### src/rtl/apb_frame_packer.sv
// apb_frame_packer: accepts decoded RAH frames, splits payload frames into chunks, packs the
// chunks into APB words and issues one addressed, slave-selected request per word. Read
// transactions issue back-to-back requests with zero data. Config frames bypass packing and
// leave through a dedicated config handshake.
module apb_frame_packer #(
    parameter int unsigned RAH_PACKET_WIDTH  = 48,
    parameter int unsigned CHUNK_WIDTH       = 16,
    parameter int unsigned APB_DATA_WIDTH    = 32,
    parameter int unsigned CONFIG_DATA_WIDTH = 40,
    parameter int unsigned LENGTH_WIDTH      = 7,
    parameter int unsigned SLV_ID_WIDTH      = 7,
    parameter int unsigned TOTAL_SLAVE       = 4
) (
    input  logic                         clk,
    input  logic                         rst_n,
    input  logic                         frame_valid,
    output logic                         frame_ready,
    input  logic                         first_frame,
    input  logic                         cfg_sel,
    input  logic                         read_write_sel,
    input  logic [SLV_ID_WIDTH-1:0]      slv_id,
    input  logic [LENGTH_WIDTH-1:0]      length,
    input  logic [RAH_PACKET_WIDTH-1:0]  wr_data,
    output logic                         req_valid,
    input  logic                         req_ready,
    output logic                         req_write,
    output logic [TOTAL_SLAVE-1:0]       req_sel,
    output logic [LENGTH_WIDTH-1:0]      req_addr,
    output logic [APB_DATA_WIDTH-1:0]    req_data,
    output logic                         req_last,
    output logic                         cfg_valid,
    input  logic                         cfg_ready,
    output logic [CONFIG_DATA_WIDTH-1:0] cfg_data,
    output logic                         err
);

    // Chunks per frame and chunks per word.
    localparam int unsigned CPF   = RAH_PACKET_WIDTH / CHUNK_WIDTH;
    localparam int unsigned CPW   = APB_DATA_WIDTH / CHUNK_WIDTH;
    localparam int unsigned PTR_W = $clog2(CPF + 1);
    localparam int unsigned CNT_W = (CPW > 1) ? $clog2(CPW) : 1;

    // A pointer value of CPF marks the frame buffer as empty.
    localparam logic [PTR_W-1:0] PTR_EMPTY = PTR_W'(CPF);
    localparam logic [CNT_W-1:0] CNT_LAST  = CNT_W'(CPW - 1);

    typedef enum logic [1:0] {StIdle, StWr, StRd, StCfg} state_e;

    state_e                        state_q, state_d;
    logic                          rdy_en_q;
    logic [RAH_PACKET_WIDTH-1:0]   buf_q, buf_d;
    logic [PTR_W-1:0]              ptr_q, ptr_d;
    logic [APB_DATA_WIDTH-1:0]     asm_q, asm_d;
    logic [CNT_W-1:0]              asm_cnt_q, asm_cnt_d;
    logic                          req_valid_q, req_valid_d;
    logic [APB_DATA_WIDTH-1:0]     req_data_q, req_data_d;
    logic [LENGTH_WIDTH-1:0]       addr_q, addr_d;
    logic [LENGTH_WIDTH-1:0]       remaining_q, remaining_d;
    logic [TOTAL_SLAVE-1:0]        sel_q, sel_d;
    logic                          dir_q, dir_d;
    logic [CONFIG_DATA_WIDTH-1:0]  cfg_data_q, cfg_data_d;
    logic                          err_q, err_d;

    logic                          frame_fire;
    logic                          req_fire;
    logic                          take;
    logic [CHUNK_WIDTH-1:0]        chunk;
    logic [APB_DATA_WIDTH-1:0]     asm_shift;

    // Handshake qualifiers and the chunk datapath (buffer shifts left, MSB chunk leaves first).
    always_comb begin
        frame_ready = rdy_en_q &&
                      ((state_q == StIdle) || ((state_q == StWr) && (ptr_q == PTR_EMPTY)));
        frame_fire  = frame_valid && frame_ready;
        req_fire    = req_valid_q && req_ready;
        // A chunk moves only when no request is left pending after this edge.
        take        = (state_q == StWr) && (ptr_q != PTR_EMPTY) && (!req_valid_q || req_ready);
        chunk       = buf_q[RAH_PACKET_WIDTH-1 -: CHUNK_WIDTH];
        asm_shift   = (asm_q << CHUNK_WIDTH) | APB_DATA_WIDTH'(chunk);
    end

    // Next-state logic for the controller, frame buffer and word assembler.
    always_comb begin
        state_d     = state_q;
        buf_d       = buf_q;
        ptr_d       = ptr_q;
        asm_d       = asm_q;
        asm_cnt_d   = asm_cnt_q;
        req_valid_d = req_valid_q;
        req_data_d  = req_data_q;
        addr_d      = addr_q;
        remaining_d = remaining_q;
        sel_d       = sel_q;
        dir_d       = dir_q;
        cfg_data_d  = cfg_data_q;
        err_d       = 1'b0;

        unique case (state_q)
            StIdle: begin
                if (frame_fire) begin
                    if (cfg_sel) begin
                        cfg_data_d = wr_data[CONFIG_DATA_WIDTH-1:0];
                        state_d    = StCfg;
                    end else if (first_frame) begin
                        if (32'(slv_id) >= TOTAL_SLAVE) begin
                            err_d = 1'b1;
                        end else if (length != '0) begin
                            sel_d       = TOTAL_SLAVE'(1) << slv_id;
                            addr_d      = wr_data[LENGTH_WIDTH-1:0];
                            remaining_d = length;
                            dir_d       = read_write_sel;
                            if (read_write_sel) begin
                                state_d = StWr;
                            end else begin
                                state_d     = StRd;
                                req_valid_d = 1'b1;
                                req_data_d  = '0;
                            end
                        end
                    end
                    // Non-header frames in idle are dropped.
                end
            end
            StWr: begin
                if (frame_fire) begin
                    buf_d = wr_data;
                    ptr_d = '0;
                end
                if (req_fire) begin
                    addr_d      = addr_q + LENGTH_WIDTH'(1);
                    remaining_d = remaining_q - LENGTH_WIDTH'(1);
                    req_valid_d = 1'b0;
                end
                if (take) begin
                    buf_d = buf_q << CHUNK_WIDTH;
                    ptr_d = ptr_q + PTR_W'(1);
                    if (asm_cnt_q == CNT_LAST) begin
                        asm_d       = '0;
                        asm_cnt_d   = '0;
                        req_valid_d = 1'b1;
                        req_data_d  = asm_shift;
                    end else begin
                        asm_d     = asm_shift;
                        asm_cnt_d = asm_cnt_q + CNT_W'(1);
                    end
                end
                // Final handshake: drop leftover chunks and any partial word.
                if (req_fire && (remaining_q == LENGTH_WIDTH'(1))) begin
                    state_d     = StIdle;
                    ptr_d       = PTR_EMPTY;
                    asm_d       = '0;
                    asm_cnt_d   = '0;
                    req_valid_d = 1'b0;
                end
            end
            StRd: begin
                if (req_fire) begin
                    addr_d      = addr_q + LENGTH_WIDTH'(1);
                    remaining_d = remaining_q - LENGTH_WIDTH'(1);
                    if (remaining_q == LENGTH_WIDTH'(1)) begin
                        req_valid_d = 1'b0;
                        state_d     = StIdle;
                    end
                end
            end
            StCfg: begin
                if (cfg_ready) begin
                    state_d = StIdle;
                end
            end
            default: state_d = StIdle;
        endcase
    end

    // State registers; reset aborts any transaction in flight.
    always_ff @(posedge clk or negedge rst_n) begin
        if (!rst_n) begin
            state_q     <= StIdle;
            rdy_en_q    <= 1'b0;
            buf_q       <= '0;
            ptr_q       <= PTR_EMPTY;
            asm_q       <= '0;
            asm_cnt_q   <= '0;
            req_valid_q <= 1'b0;
            req_data_q  <= '0;
            addr_q      <= '0;
            remaining_q <= '0;
            sel_q       <= '0;
            dir_q       <= 1'b0;
            cfg_data_q  <= '0;
            err_q       <= 1'b0;
        end else begin
            state_q     <= state_d;
            rdy_en_q    <= 1'b1;
            buf_q       <= buf_d;
            ptr_q       <= ptr_d;
            asm_q       <= asm_d;
            asm_cnt_q   <= asm_cnt_d;
            req_valid_q <= req_valid_d;
            req_data_q  <= req_data_d;
            addr_q      <= addr_d;
            remaining_q <= remaining_d;
            sel_q       <= sel_d;
            dir_q       <= dir_d;
            cfg_data_q  <= cfg_data_d;
            err_q       <= err_d;
        end
    end

    // Registered outputs; req_last only qualifies a presented request.
    always_comb begin
        req_valid = req_valid_q;
        req_write = dir_q;
        req_sel   = sel_q;
        req_addr  = addr_q;
        req_data  = req_data_q;
        req_last  = req_valid_q && (remaining_q == LENGTH_WIDTH'(1));
        cfg_valid = (state_q == StCfg);
        cfg_data  = cfg_data_q;
        err       = err_q;
    end

endmodule

### config.mk
export PLATFORM = sky130hd
export DESIGN_NAME = apb_frame_packer
export DESIGN_NICKNAME = d
export VERILOG_FILES = /design/src/rtl/apb_frame_packer.sv
export SDC_FILE = /design/constraint.sdc
export NUM_CORES = 1
export LEC_CHECK = 0
export ABC_AREA = 0
export CORE_MARGIN = 2
export CORE_UTILIZATION = 49
export DETAILED_ROUTE_END_ITERATION = 8
export PLACE_DENSITY_LB_ADDON = 0.3
export SYNTH_ARGS = -nofsm -noshare
export SYNTH_HDL_FRONTEND = slang
export SYNTH_SLANG_ARGS = --single-unit
### constraint.sdc
create_clock -name clk -period 2.87 [get_ports clk]
set_input_delay 0.861 -clock clk [delete_from_list [all_inputs] [get_ports clk]]
set_output_delay 0.861 -clock clk [all_outputs]
set_load 0.005 [all_outputs]
Yosys cells after proc, flatten, opt, wreduce, memory -nomap -nowiden
Index checks and enable logic that the tools add are counted.
Widths: inputs -> output; s select.
{"block": "word_totals", "reg_bits": 163, "input_bits": 70}
{"block": "op_classes", "add_sub_neg": 4, "magnitude_cmp": 1, "n_eq_ne": 22, "n_shift": 1, "mux": 63, "n_bitwise": 3, "reduce_logical": 29}
{"operator": "$mux 32", "count": 8}
{"operator": "$mux 48", "count": 2}
{"operator": "$mux 7", "count": 12}
{"operator": "$pmux 32 s2", "count": 1}
{"operator": "$mux 16", "count": 3}
{"operator": "$or 32x16->32", "count": 1}
{"operator": "$pmux 7 s2", "count": 2}
{"operator": "$mux 2", "count": 13}
{"operator": "$mux 1", "count": 20}
{"operator": "$ne 2x2->1 const B", "count": 10}
{"operator": "$reduce_and 9->1", "count": 2}
{"operator": "$logic_and 1x1->1", "count": 8}
{"operator": "$ne 2x1->1 const B", "count": 4}
{"operator": "$pmux 2 s4", "count": 1}
{"operator": "$reduce_and 8->1", "count": 1}
{"operator": "$reduce_bool 2->1", "count": 4}
{"operator": "$add 7x1->7 const B", "count": 1}
{"operator": "$eq 7x1->1 const B", "count": 1}
{"operator": "$ge 7x3->1 const B", "count": 1}
{"operator": "$reduce_and 7->1", "count": 1}
{"operator": "$reduce_bool 7->1", "count": 1}
{"operator": "$shl 1x7->4 const A", "count": 1}
{"operator": "$sub 7x1->7 const B", "count": 1}
{"operator": "$eq 2x2->1 const B", "count": 3}
{"operator": "15 further kinds", "count": 21}

Logic depth before layout (Yosys ltp)
Gate-level depths: netlist (run 1).
{"block": "logic_depth", "ltp_word": 8, "ltp_mapped": 9, "mapped_depth_nobuf": 7}

Least setup slack after synthesis (run 1)
OpenSTA, ideal clock, no wires.
{"block": "synth_path", "kind": "in2reg", "startpoint": "input slv_id[4]", "endpoint": "register req_valid_q, in the netlist req_valid", "setup_ns": 0.128, "arrival_time_ns": 2.294, "t_required_ns": 2.742, "path_slack_ns": 0.448, "stages": 6, "n_path_buf": 1, "cell_sequence": "or4_4 nor2_2 a41oi_1 buf_2 a211oi_2 mux2_1"}
{"block": "synth_via", "elab_chain_cells": 3}
{"element": "from (decl)", "line": "21", "source": "input logic [SLV_ID_WIDTH-1:0] slv_id,"}
{"element": "$ge 7x3->1", "line": "105", "source": "if (32'(slv_id) >= TOTAL_SLAVE) begin"}
{"element": "$ne 2x2->1 (no source line)"}
{"element": "$reduce_and 9->1 (no source line)"}
{"element": "to (signal assigned)", "line": "199", "source": "req_valid_q <= req_valid_d;"}
{"element": "to (decl)", "line": "55", "source": "logic req_valid_q, req_valid_d;"}
Every way passes these cells.
A chain may end at the register's enable or synchronous reset.

Worst setup path in the final report (run 1)
{"block": "layout_path", "startpoint": "register ptr_q[1]", "endpoint": "output frame_ready"}
{"block": "layout_via", "elab_chain_cells": 4}
{"element": "from (decl)", "line": "52", "source": "logic [PTR_W-1:0] ptr_q, ptr_d;"}
{"element": "from (signal assigned)", "line": "196", "source": "ptr_q <= ptr_d;"}
{"element": "$eq 2x2->1", "line": "73", "source": "((state_q == StIdle) || ((state_q == StWr) && (ptr_q == PTR_EMPTY)));"}
{"element": "$logic_and 1x1->1", "line": "73"}
{"element": "$logic_or 1x1->1", "line": "73"}
{"element": "$logic_and 1x1->1", "line": "72", "source": "frame_ready = rdy_en_q &&"}
{"element": "to (decl)", "line": "17", "source": "output logic frame_ready,"}
Every way passes these cells.

==> results.py, run 1 <==
metrics = {
    "synth": {
        "postSynth.asyncResetShare": 1.00,
        "synth_nets": 758,
        "yosysTopAreaCellShare": 0.549,
        "synth_area_sq_mm": 0.00733,
        "synth_enable_flop_cells": 0,
        "synthCells": 679,
        "yosys_most_used_dff": "dfrtp_1",
        "synth_cell_types": 55,
        "ys_seq_area_frac": 0.557,
        "synth-seq-cells": 163,
        "ys_warn_count": 0,
        "synth_largest_area_cell": "dfrtp_1",
        "ys_top_cells_by_area": "dfrtp_1 (55%), mux2_2 (6.3%), nand2_1 (6.0%), o21ai_0 (5.5%), mux2i_1 (5.2%)",
        "postSynthAreaPerCell_sq_um": 10.8,
    },
    "worst_setup_path": {
        "crit_arrival_ps": 1900,
        "endpoint_kind": "primary output",
        "worstPathRequired_ps": 2010,
        "critPathKind": "reg -> out",
        "worstSetupStartpointType": "flop",
        "critPathMaxFanout": 4,
    },
    "floorplanning": {
        "num_rows": 44,
        "io_pins": 159,
        "start_util": 0.503,
        "die-area_sq_mm": 0.0160,
        "die_y_microns": 126,
        "die_x_microns": 126,
        "core_sq_mm": 0.0146,
    },
    "finish": {
        "synthToLayoutAreaGrowth_pct": 35.5,
        "drive_gt1_frac": 0.153,
        "fin_cells": 1034,
        "mostFrequentLayoutCells": "dfrtp_1 (161), clkdlybuf4s50_1 (156), nand2_1 (117)",
        "antenna_cells": 0,
        "postLayoutCoreUtil": 0.681,
        "nets": 916,
        "final-seq-area_sq_mm": 0.00408,
        "multi_input_area_sq_mm": 0.00307,
        "n_fill_cell": 1056,
        "final_common_cell": "dfrtp_1",
    },
    "clock_network": {
        "path_clk_slew_ps": 60,
        "htreeDepth": 4,
        "clk_path_buf_depth": 2,
        "clock_sinks": 163,
        "cts_buffers": 17,
        "cts_tree": "yes",
        "clock_latency_ps": 420,
        "cts_root_buffer": "clkbuf_16",
    },
    "global_routing": {
        "global_route.usage.met1": 0.323,
        "gr-total-overflow": 0,
        "grt_first_pass_wirelength_microns": 30300,
        "antenna_found_initial": 0,
        "grt_max_degree": 83,
        "grt_most_used_layer": "met2",
        "grt_use_met2": 0.384,
        "grtUsageMet3": 0.0536,
        "grt_pass1_vias": 5786,
        "track_usage": 0.236,
    },
    "worst_hold_path": {
        "hold_class": "in -> async",
    },
    "routing": {
        "drtPass1Iterations": 4,
        "ant_nets": 0,
        "drtIter0Drc": 414,
        "wl_microns": 18400,
        "wl_per_cell_microns": 17.8,
        "num_vias": 5797,
        "drc": 0,
        "vias_per_cell": 5.61,
    },
    "timing": {
        "tightest_slew_ps": 874,
        "fin_worst_skew_ps": 7.80,
        "grt_setup_unrepaired": "no",
        "setup_viol": 0,
        "slew_viol_final": 0,
        "max_freq_mhz": 362,
        "timing.final.hold_violations": 0,
        "period_share": 0.962,
        "setup_slack_ps": 109,
        "finalSetupTns_ps": 0,
        "layout_min_cycle_time_ps": 2760,
        "relSlewSlack": 0.417,
    },
    "pwr": {
        "total_power_mw": 10.2,
        "peakVddDrop_uv": 711,
        "power.density_mw_per_mm2": 1020,
        "p_leak_nw": 4.26,
    },
    "run_status": {
        "status": "finished, final reports clean",
    },
    "placement": {
        "gp_congestion": 0.849,
        "pre_cts_slack_ps": -93.5,
        "port_buffers": 158,
        "post-dp-hpwl_microns": 12800,
        "dp_cells": 997,
    },
    "flow_run": {
        "drv_cap": 0,
    },
}
## path summary, 6_finish.rpt
kind / from / endpoint / slack (ps) / depth (start not counted)
max: ptr_q[1] / frame_ready / 110 / 4
max in group asynchronous: rst_n / ptr_q[1] / 1820 / 2
min: rst_n / req_sel[2] / 370 / 1
min in group clk: buf_q[10] / buf_q[26] / 470 / 2
max reg2reg: state_q[0] / req_sel[0] / 390 / 7
min reg2reg: buf_q[10] / buf_q[26] / 470 / 2
## repair_timing
action	in CTS	in global routing
pin swaps	0	1
buffers inserted	1	4
hold endpoints to repair	0	0
cloned	0	0
hold buffers	0	0
resized for setup	4	5
endpoints found under the setup margin	2	2
## flip-flops by register name, summed over array words and instances (netlist names), 4 cells and up
signal and count:
remaining_q 7, cfg_data 40, req_data 32, req_sel 4, buf_q 48, asm_q 16, req_addr 7
## where the power goes
part	switching (mW)	total, mW	internal (mW)
logic	1.89	3.93	2.03
registers	0.662	3.89	3.23
clock network	0.883	2.36	1.48
total	3.44	10.2	6.74
## synth_stat cells, drive strengths merged (8+ instances only)
cell type,number
nor2,13
o21ai,81
mux2i,38
ha,9
nand3,9
dfrtp,161
inv,8
a21oi,32
nand2,118
clkbuf,28
mux2,42
buf,23
o31ai,34
a22o,16
## metrics by stage
stage / hold slack, ps / cell area (sq um)
floorplan: 449 / 7330
global route: 394 / 9930
detailed placement: 462 / 9230
CTS: 371 / 9890
global placement: 457 / 9230
finish: 370 / 9930
## worst max-delay path, stage by stage, from the launching register on
cell and delay [ps]:
dfstp_2 560, ha_4 160, a21oi_1 70, nor2b_1 170, clkdlybuf4s50_1 530
## per-layer routing
metal / vias to the layer above / wire [microns]
li1: 2751 / -
met1: 2859 / 8090
met2: 168 / 9140
met3: 19 / 951
met4: 0 / 240
met5: - / 0
## cell families (layout without fill, tap and decap cells)
group                      after synthesis  count (layout)  synth area share
other                                    1               1          0.000511
adders and majority gates                9               9            0.0154
muxes                                   80              80             0.116
AOI/OAI and AO/OA                      193             193             0.169
and+or+nand+nor                        174             174             0.107
buffers and inverters                   59             230            0.0353
DFF                                    163             163             0.557
## final cells by class
class                      instances  area share
sequential                       163       0.411
multi-input combinational        457       0.309
timing repair buffer             190       0.191
clock buffer                      23      0.0501
tap                              184      0.0232
clock inverter                     9      0.0125
inverter                           8     0.00302
(Power assumes the default switching activity.)
==> run 2: changes to the inputs <==
Settings changed: CAP_MARGIN from default to 10.
==> results of run 2 <==
The final DEF is identical to that of run 1; final timing and power are the same.
==> run 3: changes to the inputs <==
Settings changed: ABC_CLOCK_PERIOD_IN_PS from default to 2870.
==> results of run 3 <==
The final DEF is identical to that of run 1; final timing and power are the same.
